[config.mk]
export PLATFORM = sky130hd
export DESIGN_NAME = snn_input_loader
export DESIGN_NICKNAME = d
export VERILOG_FILES = /design/src/rtl/snn_input_loader.sv
export SDC_FILE = /design/constraint.sdc
export NUM_CORES = 1
export LEC_CHECK = 0
export CORE_ASPECT_RATIO = 0.7
export CORE_MARGIN = 2
export CORE_UTILIZATION = 60
export DETAILED_ROUTE_END_ITERATION = 7
export MAX_ROUTING_LAYER = met4
export PLACE_DENSITY = 0.84
export SLEW_MARGIN = 20
export SYNTH_ARGS = -nofsm -noshare
export SYNTH_HDL_FRONTEND = slang
export SYNTH_SLANG_ARGS = --single-unit
[constraint.sdc]
create_clock -name clk -period 6 [get_ports clk]
set_input_delay 1.5 -clock clk [delete_from_list [all_inputs] [get_ports clk]]
set_output_delay 1.5 -clock clk [all_outputs]
set_load 0.01 [all_outputs]
[src/rtl/snn_input_loader.sv]
// snn_input_loader: receives an image frame as UART bytes, unpacks each byte
// LSB-first into a 1-bit-wide input RAM, then starts the SNN core and holds
// off new frames until the core reports completion.
module snn_input_loader #(
  parameter int NUM_BYTES   = 98,
  parameter int TIMEOUT_CYC = 500000
) (
  input  logic       clk,
  input  logic       rst_n,
  input  logic       rx_rdy,
  input  logic [7:0] rx_data,
  input  logic       core_done,
  output logic       we,
  output logic [9:0] waddr,
  output logic       wdata,
  output logic       start,
  output logic       busy,
  output logic       err_ovr,
  output logic       err_to
);

  // Byte index is 7 bits so 8*k+i always fits the 10-bit address for up to
  // 128 bytes; the timeout counter only needs to reach TIMEOUT_CYC-1.
  localparam int CW = 7;
  localparam int TW = (TIMEOUT_CYC > 1) ? $clog2(TIMEOUT_CYC) : 1;
  localparam logic [CW-1:0] LAST_BYTE = CW'(NUM_BYTES - 1);
  localparam logic [TW-1:0] TO_LAST   = TW'(TIMEOUT_CYC - 1);
  localparam logic [TW-1:0] TO_ONE    = TW'(1);
  localparam logic [TW-1:0] TO_ZERO   = TW'(0);

  typedef enum logic [2:0] {
    S_IDLE   = 3'd0,
    S_UNPACK = 3'd1,
    S_WAIT   = 3'd2,
    S_START  = 3'd3,
    S_CORE   = 3'd4
  } state_t;

  state_t          state_q, state_d;
  logic [7:0]      byte_q, byte_d;
  logic [2:0]      bit_q, bit_d;
  logic [CW-1:0]   cnt_q, cnt_d;
  logic [TW-1:0]   to_q, to_d;
  logic            err_ovr_q, err_ovr_d;
  logic            err_to_q, err_to_d;
  logic            we_q, we_d;
  logic [9:0]      waddr_q, waddr_d;
  logic            wdata_q, wdata_d;
  logic            start_q, start_d;
  logic            busy_q, busy_d;
  logic            to_expire_s;

  assign to_expire_s = (to_q == TO_LAST);

  // State register with synchronous active-low reset.
  always_ff @(posedge clk) begin
    if (!rst_n) begin
      state_q <= S_IDLE;
    end else begin
      state_q <= state_d;
    end
  end

  // Next-state logic; a byte arriving on the timeout cycle wins over the abort.
  always_comb begin
    state_d = state_q;
    case (state_q)
      S_IDLE: begin
        if (rx_rdy) state_d = S_UNPACK;
        else        state_d = S_IDLE;
      end
      S_UNPACK: begin
        if (bit_q == 3'd7) begin
          if (cnt_q == LAST_BYTE) state_d = S_START;
          else                    state_d = S_WAIT;
        end else begin
          state_d = S_UNPACK;
        end
      end
      S_WAIT: begin
        if (rx_rdy)           state_d = S_UNPACK;
        else if (to_expire_s) state_d = S_IDLE;
        else                  state_d = S_WAIT;
      end
      S_START: state_d = S_CORE;
      S_CORE: begin
        if (core_done) state_d = S_IDLE;
        else           state_d = S_CORE;
      end
      default: state_d = S_IDLE;
    endcase
  end

  // Datapath next values: byte capture, bit/byte/timeout counters, sticky errors.
  always_comb begin
    byte_d    = byte_q;
    bit_d     = bit_q;
    cnt_d     = cnt_q;
    to_d      = to_q;
    err_ovr_d = err_ovr_q;
    err_to_d  = err_to_q;
    case (state_q)
      S_IDLE: begin
        if (rx_rdy) begin
          byte_d    = rx_data;
          bit_d     = 3'd0;
          cnt_d     = {CW{1'b0}};
          to_d      = TO_ZERO;
          err_ovr_d = 1'b0;
          err_to_d  = 1'b0;
        end else begin
          byte_d = byte_q;
        end
      end
      S_UNPACK: begin
        // bit index wraps 7 -> 0, ready for the next byte
        bit_d = bit_q + 3'd1;
        if (bit_q == 3'd7) begin
          to_d = TO_ZERO;
          if (cnt_q != LAST_BYTE) cnt_d = cnt_q + 7'd1;
          else                    cnt_d = cnt_q;
        end else begin
          cnt_d = cnt_q;
        end
        if (rx_rdy) err_ovr_d = 1'b1;
        else        err_ovr_d = err_ovr_q;
      end
      S_WAIT: begin
        if (rx_rdy) begin
          byte_d = rx_data;
          to_d   = TO_ZERO;
        end else if (to_expire_s) begin
          err_to_d = 1'b1;
          cnt_d    = {CW{1'b0}};
          to_d     = TO_ZERO;
        end else begin
          to_d = to_q + TO_ONE;
        end
      end
      S_START, S_CORE: begin
        if (rx_rdy) err_ovr_d = 1'b1;
        else        err_ovr_d = err_ovr_q;
      end
      default: begin
        bit_d = 3'd0;
        cnt_d = {CW{1'b0}};
        to_d  = TO_ZERO;
      end
    endcase
  end

  // Output decode from next state so that the outputs leave flops aligned with state_q.
  always_comb begin
    we_d    = 1'b0;
    waddr_d = 10'd0;
    wdata_d = 1'b0;
    start_d = (state_d == S_START);
    busy_d  = (state_d != S_IDLE);
    if (state_d == S_UNPACK) begin
      we_d    = 1'b1;
      waddr_d = {cnt_d, bit_d};
      wdata_d = byte_d[bit_d];
    end else begin
      we_d    = 1'b0;
      waddr_d = 10'd0;
      wdata_d = 1'b0;
    end
  end

  // Datapath and output registers with synchronous active-low reset.
  always_ff @(posedge clk) begin
    if (!rst_n) begin
      byte_q    <= 8'd0;
      bit_q     <= 3'd0;
      cnt_q     <= {CW{1'b0}};
      to_q      <= TO_ZERO;
      err_ovr_q <= 1'b0;
      err_to_q  <= 1'b0;
      we_q      <= 1'b0;
      waddr_q   <= 10'd0;
      wdata_q   <= 1'b0;
      start_q   <= 1'b0;
      busy_q    <= 1'b0;
    end else begin
      byte_q    <= byte_d;
      bit_q     <= bit_d;
      cnt_q     <= cnt_d;
      to_q      <= to_d;
      err_ovr_q <= err_ovr_d;
      err_to_q  <= err_to_d;
      we_q      <= we_d;
      waddr_q   <= waddr_d;
      wdata_q   <= wdata_d;
      start_q   <= start_d;
      busy_q    <= busy_d;
    end
  end

  assign we      = we_q;
  assign waddr   = waddr_q;
  assign wdata   = wdata_q;
  assign start   = start_q;
  assign busy    = busy_q;
  assign err_ovr = err_ovr_q;
  assign err_to  = err_to_q;

endmodule

==> summary.md, run 1 <==
| Metric | Value |
|---|---|
| Crit-path max cell delay | a little under 0.6 ns |
| Post-synth EDFFs | 0 |
| Initial DRC count | between 100 and 150 |
| Critical path class | input port to flop |
| Max Slew Vio Count | 0 |
| Die area | 0.004973 sq mm |
| Root Buffer | clkbuf_8 |
| Initial Util | around three fifths |
| Met1 Resource Use GR | around 33% |
| Largest net degree at the start of global routing | 20 |
| Sequential area share after synthesis | a little over two fifths |
| Final Hold Fails | 0 |
| Cells after Synth | between 300 and 400 |
| ANT nets after route | 0 |
| GR met2 Demand/Resource | between 30% and 40% |
| Post-synth cell types | between 50 and 60 |
| Clk buf depth | 2 |
| Final Setup Violations | 0 |
| Worst-Skew Late Latency | 0.31 ns |
| Yosys top cell by area | dfxtp_1 |
| Post-CTS Setup Bufs | 0 |
| Crit-path max FO | 13 |
| Inst Count DP | between 300 and 400 |
| Clk sinks | 56 |
| Layout cells sized above 1 | between 5 and 6% |
| TritonCTS clock tree | yes |
| Max-slew headroom | a little under 50% |
| Most used DFF post-synth | dfxtp_1 |
| Synth-to-layout area growth | 15.01% |
| Syn. warnings | 0 |
| Largest cells by area after synthesis | dfxtp_1 (42%), nor2_1 (6.2%), nand2_1 (5.0%) |
| Ports | 28 |
| WL/cell | 13.28 um |
| Post-Route WL | roughly 5.2 mm |
| Multi-input logic area | ~0.0015 sq mm |
| Post-CTS sizing | 0 |
| Antenna cells | 0 |
| Hpwl dp | between 3 and 4 mm |
| Syn Area/Cell | between 8 and 9 sq um |
| Via count of the first global-routing pass | between 1500 and 2000 |
| Row cnt | 20 |
| Core area | 0.004304 sq mm |
| Clock buffer count from CTS | 5 |
| Pre-antenna DRT Iters | 4 |
| Die width | about 83 um |
| Overall global routing resource usage | a little under a quarter |
| Net switching power | approximately 160 uW |
| Crit-path cells | clkdlybuf4s50_1, nand3_1, o31ai_1, nand4_1, a311oi_1, o211a_1 |
| Non-filler cells, final | between 300 and 400 |
| CP required | approximately 6.3 ns |
| Crit path capture type | flop |
| Pre-CTS WS | 2.111 ns |
| Die height | approximately 60 um |
| Critical Path Source Type | input port |
| Synth Cell Area | roughly 0.0027 sq mm |
| Sequential share of power | roughly 56% |
| Worst min path class | flop to flop |
| Final Skew | ~0.0056 ns |
| Global placer's final weighted congestion | roughly 0.88 |
| Grt ovf | 0 |
| Sequential Area | 0.001121 sq mm |
| Peak Freq | ~0.28 GHz |
| CTS clk-pin slew, worst paths | 0.09 ns |
| Combinational share of power | around 9.0% |
| Via count | ~2200 |
| Yosys reg bits | 56 |
| Met3 Track Usage GR | under 10% |
| Period utilization | 59.15% |
| # H-tree levels | 2 |
| Post-CTS Hold Fix Bufs | 0 |
| Slew @ Worst Pin | a little under 0.8 ns |
| Maximum VDD drop | approximately 0.16 mV |
| Int Power | 531.2 uW |
| Critical Path AT | approximately 3.8 ns |
| Layout fillers | approximately 370 |
| RSZ-0062 raised after global routing | no |
| Port Buf Inserts | 27 |
| Sum Neg Setup Slack | 0 ns |
| Clk pwr share | 35.1% |
| GR peak layer | met2 |
| Power per cell area | around 230 mW/mm^2 |
| Number of remaining DRC errors | 0 |
| Fin util | a little over two thirds |
| Share of the synthesized area in the top cell type | between 40 and 50% |
| CP max stage cell | clkdlybuf4s50_1 |
| First-pass GRT wire length | 8.859 mm |
| Asr flop ratio synth | 0% |
| Sw Share | approximately 23% |
| Outcome | finished, final reports clean |
| Syn nets | between 300 and 400 |
| Initial antenna violation count | 0 |
| DR vias/cell | ~5.7 |
| Worst setup margin | around 2.5 ns |
| Lkg Pwr | between 1 and 1.5 nW |
| Final min period | between 3 and 4 ns |
| Max-cap violations | 0 |
| Net count, final | approximately 350 |
cell usage in the layout (no fill, tap or decap), drive strengths merged, types with 2 or more instances in the layout:
cell type and count:
a21oi 12, inv 8, clkbuf 6, dfxtp 56
nor2 45, o41a 2, or4 3, mux2i 5
ha 5, xnor2 9, a22o 2, a31o 2
xor2 9, nand2 35, and2 8, a31oi 2
nor3 10, a21boi 11, o21ai 10, o31ai 2
and3 12, clkdlybuf4s50 27, nand2b 6, nand4 2
nand3 11, nand4b 4, nor4 2, nor2b 6
a211oi 4
registers in the layout, indices dropped and copies added, names as in the netlist:
| name | flops |
|---|---|
| err_to | 1 |
| waddr | 10 |
| wdata | 1 |
| cnt_q | 7 |
| start | 1 |
| we | 1 |
| err_ovr | 1 |
| byte_q | 8 |
| busy | 1 |
| bit_q | 3 |
| to_q | 19 |
| state_q | 3 |
final timing paths:
path | start | slack (ns) | depth (start not counted) | endpoint
worst min register to register | byte_q[5] | 0.47 | 2 | byte_q[5]
worst min-delay path | byte_q[5] | 0.47 | 2 | byte_q[5]
worst max register to register | bit_q[0] | 3.52 | 8 | to_q[18]
worst max-delay path | rx_rdy | 2.45 | 6 | wdata
worst max-delay path, delay by kind of cell:
family / cells / cell delay (ns)
buf+inv: 1 / 0.59
simple gates: 2 / 0.91
compound gates: 3 / 0.81
metal layers:
layer  routed length (um)  share of wire, %  vias to the layer above
li1                     -                 -                     1131
met1                 2658                51                     1020
met2                 2244                43                       45
met3                  214               4.1                        9
met4                   61               1.2                        0
met5                    0                 0                        -
through the flow:
stage | total power [mW] | hold slack [ns] | cell area [sq um]
after floorplan | 0.4341 | 0.4396 | 2650
after global placement | 0.4544 | 0.4528 | 2935
after detailed placement | 0.4565 | 0.4599 | 2940
after CTS | 0.6942 | 0.4734 | 3048
after global routing | 0.7174 | 0.4934 | 3048
final | 0.6904 | 0.4686 | 3048
final cells by class:
class / count / share of cell area, %
well taps: 55 / 2.258
clock inverters: 2 / 1.149
multi-input cells: 236 / 47.58
repair buffers: 27 / 8.867
clock buffers: 6 / 2.381
flip-flops and latches: 56 / 36.78
inverters: 8 / 0.9852
cell families after synthesis:
logic type	Yosys count	synth area share [%]
AOI/OAI and AO/OA	58	15.44
xor gates and xnor gates	18	5.949
adders and majority gates	5	2.361
buffers and inverters	18	3.163
DFF	56	42.30
muxes	5	1.889
and+or+nand+nor	150	28.90
power by group through the flow:
| stage | logic [mW] | registers [mW] | clock network (mW) |
|---|---|---|---|
| CTS | 0.0625 | 0.386 | 0.246 |
| finish | 0.0622 | 0.386 | 0.242 |
| global placement | 0.0605 | 0.394 | 0 |
| floorplan | 0.0410 | 0.393 | 0 |
| detailed placement | 0.0622 | 0.394 | 0 |
| global route | 0.0691 | 0.387 | 0.261 |
synthesized netlist by cell type (3+ instances only):
| cell | n |
|---|---|
| nor2b_1 | 6 |
| nand2_1 | 35 |
| xor2_1 | 9 |
| xnor2_1 | 9 |
| nor3_1 | 7 |
| nor2_1 | 44 |
| nand4b_1 | 4 |
| clkbuf_1 | 6 |
| inv_1 | 8 |
| ha_1 | 5 |
| a211oi_1 | 3 |
| and3_1 | 12 |
| a21oi_1 | 12 |
| nand3_1 | 11 |
| and2_1 | 8 |
| o21ai_0 | 10 |
| nand2b_1 | 6 |
| dfxtp_1 | 56 |
| a21boi_0 | 11 |
| mux2i_1 | 5 |
No activity file was read; power rests on OpenSTA's default activity.
==> run 2, diff against run 1 <==
--- a/config.mk
+++ b/config.mk
@@ -7,10 +7,10 @@
 export LEC_CHECK = 0
 export CORE_ASPECT_RATIO = 0.7
 export CORE_MARGIN = 2
-export CORE_UTILIZATION = 60
+export CORE_UTILIZATION = 50
 export DETAILED_ROUTE_END_ITERATION = 7
 export MAX_ROUTING_LAYER = met4
-export PLACE_DENSITY = 0.84
+export PLACE_DENSITY = 0.75
 export SLEW_MARGIN = 20
 export SYNTH_ARGS = -nofsm -noshare
 export SYNTH_HDL_FRONTEND = slang
==> constraint.sdc (replaced) <==
create_clock -name clk -period 3.2 [get_ports clk]
set_input_delay 0.8 -clock clk [delete_from_list [all_inputs] [get_ports clk]]
set_output_delay 0.8 -clock clk [all_outputs]
set_load 0.01 [all_outputs]
==> run 2 against run 1 <==
  * Clock skew decreased by 0.00084 ns
  * Sequential cell count unchanged
  * Setup slack got worse by 1.8 ns
  * Sequential power increased by 87%
  * Clock power increased by 59%
  * Clock-buffer cell count increased by 2
  * Final cell count increased by 6.7%
  * Via count increased by 2.0%
  * Sequential share of layout area decreased by 0.78 points
  * Critical endpoint is now to_q[17]
  * Largest cell class unchanged
==> summary.md, run 2 (synthesis gave the netlist of run 1 again) <==
| Metric | Value |
|---|---|
| Outcome | finished, final reports clean (unchanged) |
| Crit-path max FO | 8 (was 13) |
| Clk buf depth | 2 (unchanged) |
| Die height | 64.91 um (was 59.61 um) |
| Largest register FFs | 19 (unchanged) |
| Power, Total | 1.233 mW (was 690.4 uW) |
| Worst min path class | flop to flop (unchanged) |
| Crit path capture type | flop (unchanged) |
| Via count | 2248 (was 2205) |
| CP max stage cell | clkdlybuf4s50_1 (unchanged) |
| Post-CTS Hold Fix Bufs | 0 (unchanged) |
| Crit-path cells | clkdlybuf4s50_1, nand2b_1, a22o_1, or4_4, nor3_2, xnor2_1, nor2_2 (was clkdlybuf4s50_1, nand3_1, o31ai_1, nand4_1, a311oi_1, o211a_1) |
| Setup crit start | rx_rdy (unchanged) |
| Via count of the first global-routing pass | 1962 (was 1874) |
| Worst setup margin | 0.6258 ns (was 2.451 ns) |
| Post-Route WL | 5.355 mm (was 5.178 mm) |
| Final Hold Fails | 0 (unchanged) |
| Root Buffer | clkbuf_8 (unchanged) |
| Max-cap violations | 0 (unchanged) |
| Max-slew headroom | 67.06% (was 48.12%) |
| Net count, final | 360 (was 351) |
| Sum Neg Setup Slack | 0 ns (unchanged) |
| Worst-Skew Late Latency | 0.29 ns (was 0.31 ns) |
| Final Skew | 0.004812 ns (was 0.005647 ns) |
| Antenna cells | 0 (unchanged) |
| Final min period | ~2.6 ns |
| Die width | 91.02 um (was 83.44 um) |
| Critical Path AT | 2.77 ns (was 3.81 ns) |
| Largest net degree at the start of global routing | 20 (unchanged) |
| Maximum VDD drop | 0.2459 mV (was 0.1616 mV) |
| Clock buffer count from CTS | 5 (unchanged) |
| Critical Path Source Type | input port (unchanged) |
| Power per cell area | 396.0 mW/mm^2 (was 226.5 mW/mm^2) |
| Critical path class | input port to flop (unchanged) |
| RSZ-0062 raised after global routing | no (unchanged) |
| ANT nets after route | 0 (unchanged) |
| Die area | 0.005908 sq mm (was 0.004973 sq mm) |
| Clk sinks | 56 (unchanged) |
| Layout cells sized above 1 | 7.558% (was 5.672%) |
| Post-CTS sizing | 0 (unchanged) |
| Port Buf Inserts | 27 (unchanged) |
| DR vias/cell | 5.404 (was 5.654) |
| Ports | 28 (unchanged) |
| TritonCTS clock tree | yes (unchanged) |
| Hold Path Origin | byte_q[4] (was byte_q[5]) |
| Pre-CTS WS | 0.3362 ns (was 2.111 ns) |
| Fin util | 60.18% (was 70.81%) |
| First-pass GRT wire length | 9.170 mm (was 8.859 mm) |
| # H-tree levels | 2 (unchanged) |
| Initial DRC count | 190 (was 148) |
| Row cnt | 22 (was 20) |
| Lkg Pwr | 1.186 nW (was 1.157 nW) |
| Slew @ Worst Pin | 0.4935 ns (was 0.7710 ns) |
| Synth-to-layout area growth | 17.52% (was 15.01%) |
| Overall global routing resource usage | 19.53% (was 23.15%) |
| CP required | 3.39 ns (was 6.26 ns) |
| Period utilization | around four fifths |
| WL/cell | 12.87 um (was 13.28 um) |
| Pre-antenna DRT Iters | 4 (unchanged) |
| CTS clk-pin slew, worst paths | 0.09 ns (about the same) |
| Final Setup Violations | 0 (unchanged) |
| Hpwl dp | 3.912 mm (was 3.686 mm) |
| Core area | 0.005175 sq mm (was 0.004304 sq mm) |
| Peak Freq | about 0.39 GHz |
| Reg-to-Reg Start | bit_q[0] (unchanged) |
| Post-CTS Setup Bufs | 0 (unchanged) |
| Crit-path max cell delay | 0.61 ns (was 0.59 ns) |
| Grt ovf | 0 (unchanged) |
| Max Slew Vio Count | 0 (unchanged) |
| Number of remaining DRC errors | 0 (unchanged) |
| Commonest cells after routing, fill and taps aside | dfxtp_1 (56), nor2_1 (44), nand2_1 (35) (unchanged) |
| Initial Util | 51.21% (was 61.57%) |
| Global placer's final weighted congestion | 0.8638 (was 0.8824) |
| Most common cell after layout, fill and taps aside | dfxtp_1 (unchanged) |
| Initial antenna violation count | 0 (unchanged) |
| Top reg by flops | to_q (unchanged) |
==> run 2: final cells by class <==
cell class / count / area, sq um
Timing Repair Buffer: 36 / 337.8
Tap cell: 72 / 90.09
Inverter: 8 / 30.03
Clock buffer: 8 / 90.09
Sequential cell: 56 / 1121
Fill cell: 501 / 2061
Multi-Input combinational cell: 236 / 1445
==> run 2: power by group <==
| group | total [mW] | internal [mW] | switching, mW |
|---|---|---|---|
| sequential | 0.723 | 0.711 | 0.0115 |
| clock | 0.384 | 0.177 | 0.207 |
| combinational | 0.126 | 0.0603 | 0.0662 |
| total | 1.23 | 0.949 | 0.285 |
==> run 2: final timing paths <==
path	depth (start not counted)	slack, ns	end
max	7	0.63	to_q[17]
min reg2reg	2	0.47	byte_q[4]
max reg2reg	8	0.92	to_q[17]
min	2	0.47	byte_q[4]
==> run 2: per-stage QoR <==
stage	std cells	area (sq um)	hold WS, ns
2_1_floorplan	310	2650	0.4396
3_3_place_gp	408	3024	0.4523
3_5_place_dp	408	3024	0.4561
4_1_cts	416	3114	0.4694
5_1_grt	416	3114	0.4878
6_report	416	3114	0.4656
==> run 2: worst max-delay path, delay by kind of cell <==
family | cells | cell delay, ns
xor+xnor | 1 | 0.16
buf+inv | 1 | 0.61
compound gates | 1 | 0.23
simple gates | 4 | 0.96
==> run 2: layer usage <==
metal	share of wire, %	global-route usage, %
met5	0	-
met1	52	27.97
met2	43	29.35
met3	3.8	3.488
met4	0.35	3.409
==> run 3, diff against run 2 <==
==> constraint.sdc (replaced) <==
create_clock -name clk -period 2.2 [get_ports clk]
set_input_delay 0.55 -clock clk [delete_from_list [all_inputs] [get_ports clk]]
set_output_delay 0.55 -clock clk [all_outputs]
set_load 0.01 [all_outputs]
==> run 3 against run 2 <==
  * Critical path depth is the same
  * Cell area increased by 6.8%
  * Register-to-register slack got worse by 0.84 ns
  * Global-route usage up 0.51 points
  * Non-clock buffer count grew 20
  * Final cell count grew 4.8%
  * Critical endpoint unchanged
  * Largest power group unchanged
==> summary.md, run 3 (synthesis gave the netlist of run 1 again) <==
| Metric | Value |
|---|---|
| Outcome | finished, final reports clean (unchanged) |
| TritonCTS clock tree | yes (unchanged) |
| Most common cell after layout, fill and taps aside | dfxtp_1 (unchanged) |
| Critical Path Source Type | input port (unchanged) |
| Hpwl dp | 4.076 mm (was 3.912 mm) |
| Worst-Skew Late Latency | 0.31 ns (was 0.29 ns) |
| Clock buffer count from CTS | 5 (unchanged) |
| Slew @ Worst Pin | 0.4141 ns (was 0.4935 ns) |
| Initial DRC count | 133 (was 190) |
| Post-Route WL | 5.631 mm (was 5.355 mm) |
| CP required | 2.41 ns (was 3.39 ns) |
| Lkg Pwr | 1.327 nW (was 1.186 nW) |
| Grt ovf | 0 (unchanged) |
| # H-tree levels | 2 (unchanged) |
| Largest net degree at the start of global routing | 20 (unchanged) |
| Worst min path class | flop to flop (unchanged) |
| Final min period | 2.133 ns |
| Period utilization | between 90% and 100% |
| Initial antenna violation count | 0 (unchanged) |
| Layout fillers | 461 (was 501) |
| Critical Path AT | 2.35 ns (was 2.77 ns) |
| Antenna cells | 0 (unchanged) |
| Initial Util | 51.21% (unchanged) |
| Ports | 28 (unchanged) |
| ANT nets after route | 0 (unchanged) |
| Hold Path Origin | byte_q[6] (was byte_q[4]) |
| Port Buf Inserts | 27 (unchanged) |
| Power, Total | 1.835 mW (was 1.233 mW) |
| CTS clk-pin slew, worst paths | 0.10 ns (was 0.09 ns) |
| Max-slew headroom | 72.29% (was 67.06%) |
| Global placer's final weighted congestion | 0.8915 (was 0.8638) |
| Final Setup Violations | 0 (unchanged) |
| Die width | 91.02 um (unchanged) |
| Die area | 0.005908 sq mm (unchanged) |
| Layout cells sized above 1 | 15.11% (was 7.558%) |
| WL/cell | 12.92 um (was 12.87 um) |
| Root Buffer | clkbuf_8 (unchanged) |
| Peak Freq | between 0.4 and 0.5 GHz |
| Worst setup margin | 0.06682 ns (was 0.6258 ns) |
| Max-cap violations | 0 (unchanged) |
| Pre-CTS WS | -0.2394 ns (was 0.3362 ns) |
| Overall global routing resource usage | 20.04% (was 19.53%) |
| Max Slew Vio Count | 0 (unchanged) |
| Number of remaining DRC errors | 0 (unchanged) |
| Top reg by flops | to_q (unchanged) |
| Worst Hold Slack | 0.4635 ns (was 0.4656 ns) |
| Largest register FFs | 19 (unchanged) |
| Core area | 0.005175 sq mm (unchanged) |
| Final Hold Fails | 0 (unchanged) |
| Reg-to-Reg Start | bit_q[0] (unchanged) |
| Sequential Area | 0.001124 sq mm (was 0.001121 sq mm) |
| Via count of the first global-routing pass | 2027 (was 1962) |
| Critical path class | input port to flop (unchanged) |
| Crit-path max FO | 6 (was 8) |
| First-pass GRT wire length | 9.301 mm (was 9.170 mm) |
| Via count | 2298 (was 2248) |
| Clk sinks | 56 (unchanged) |
| Power per cell area | 551.5 mW/mm^2 (was 396.0 mW/mm^2) |
| Commonest cells after routing, fill and taps aside | dfxtp_1 (54), nor2_1 (44), nand2_1 (35) (was dfxtp_1 (56), nor2_1 (44), nand2_1 (35)) |
| Setup crit start | rx_rdy (unchanged) |
| Maximum VDD drop | 0.2961 mV (was 0.2459 mV) |
| Clk buf depth | 2 (unchanged) |
| Pre-antenna DRT Iters | 4 (unchanged) |
| Row cnt | 22 (unchanged) |
| Net count, final | 380 (was 360) |
| Final Skew | 0.008385 ns (was 0.004812 ns) |
| Multi-input logic area | 0.001490 sq mm (was 0.001445 sq mm) |
| DR vias/cell | 5.271 (was 5.404) |
| Crit path capture type | flop (unchanged) |
| Synth-to-layout area growth | 25.54% (was 17.52%) |
| Die height | 64.91 um (unchanged) |
run 3: critical path, stage by stage:
cell and delay (ns):
clkdlybuf4s50_1 0.47, nand2b_1 0.07, a22o_1 0.21, or4_4 0.62, nor3_4 0.23, xnor2_2 0.15
nor2_2 0.04
run 3: routing by layer:
metal	vias up	part of all wire, %	GRT usage [%]
li1	1193	-	-
met1	1051	53	28.43
met2	52	42	28.70
met3	2	4.8	5.930
met4	0	0.21	3.409
met5	-	0	-
run 3: power by group:
group / total, mW / leakage, nW / switching [mW] / internal [mW]
registers: 1.05 / 0.455 / 0.0121 / 1.03
logic: 0.223 / 0.821 / 0.110 / 0.113
clock network: 0.565 / 0.0510 / 0.313 / 0.252
run 3: what timing repair did:
action	4_1_cts	5_1_grt
hold buffers	0	0
hold endpoints to repair	0	0
resized for setup	0	7
endpoints found under the setup margin	0	7
setup buffers	0	3
run 3: area by class of cell:
class | count | area share, %
Clock inverter | 2 | 0.3009
Timing Repair Buffer | 56 | 15.04
Sequential cell | 56 | 33.77
Inverter | 8 | 0.9026
Multi-Input combinational cell | 236 | 44.79
Clock buffer | 6 | 2.482
Tap cell | 72 | 2.708
run 3: path summary, 6_finish.rpt:
| path | end | slack (ns) | cells after the start |
|---|---|---|---|
| worst max-delay path | to_q[17] | 0.07 | 7 |
| worst min-delay path | byte_q[6] | 0.46 | 2 |
| worst max register to register | to_q[17] | 0.08 | 8 |
| worst min register to register | byte_q[6] | 0.46 | 2 |
run 3: through the flow:
step | instances | instance area (sq um) | TNS, ns | utilization (%)
after detailed placement | 425 | 3174 | -2.887 | 61.34
final | 436 | 3327 | 0 | 64.29
after floorplan | 310 | 2660 | 0 | -
after global routing | 436 | 3327 | -0.0005895 | 64.29
after CTS | 433 | 3267 | 0 | 63.13
after global placement | 425 | 3174 | -2.923 | 61.34
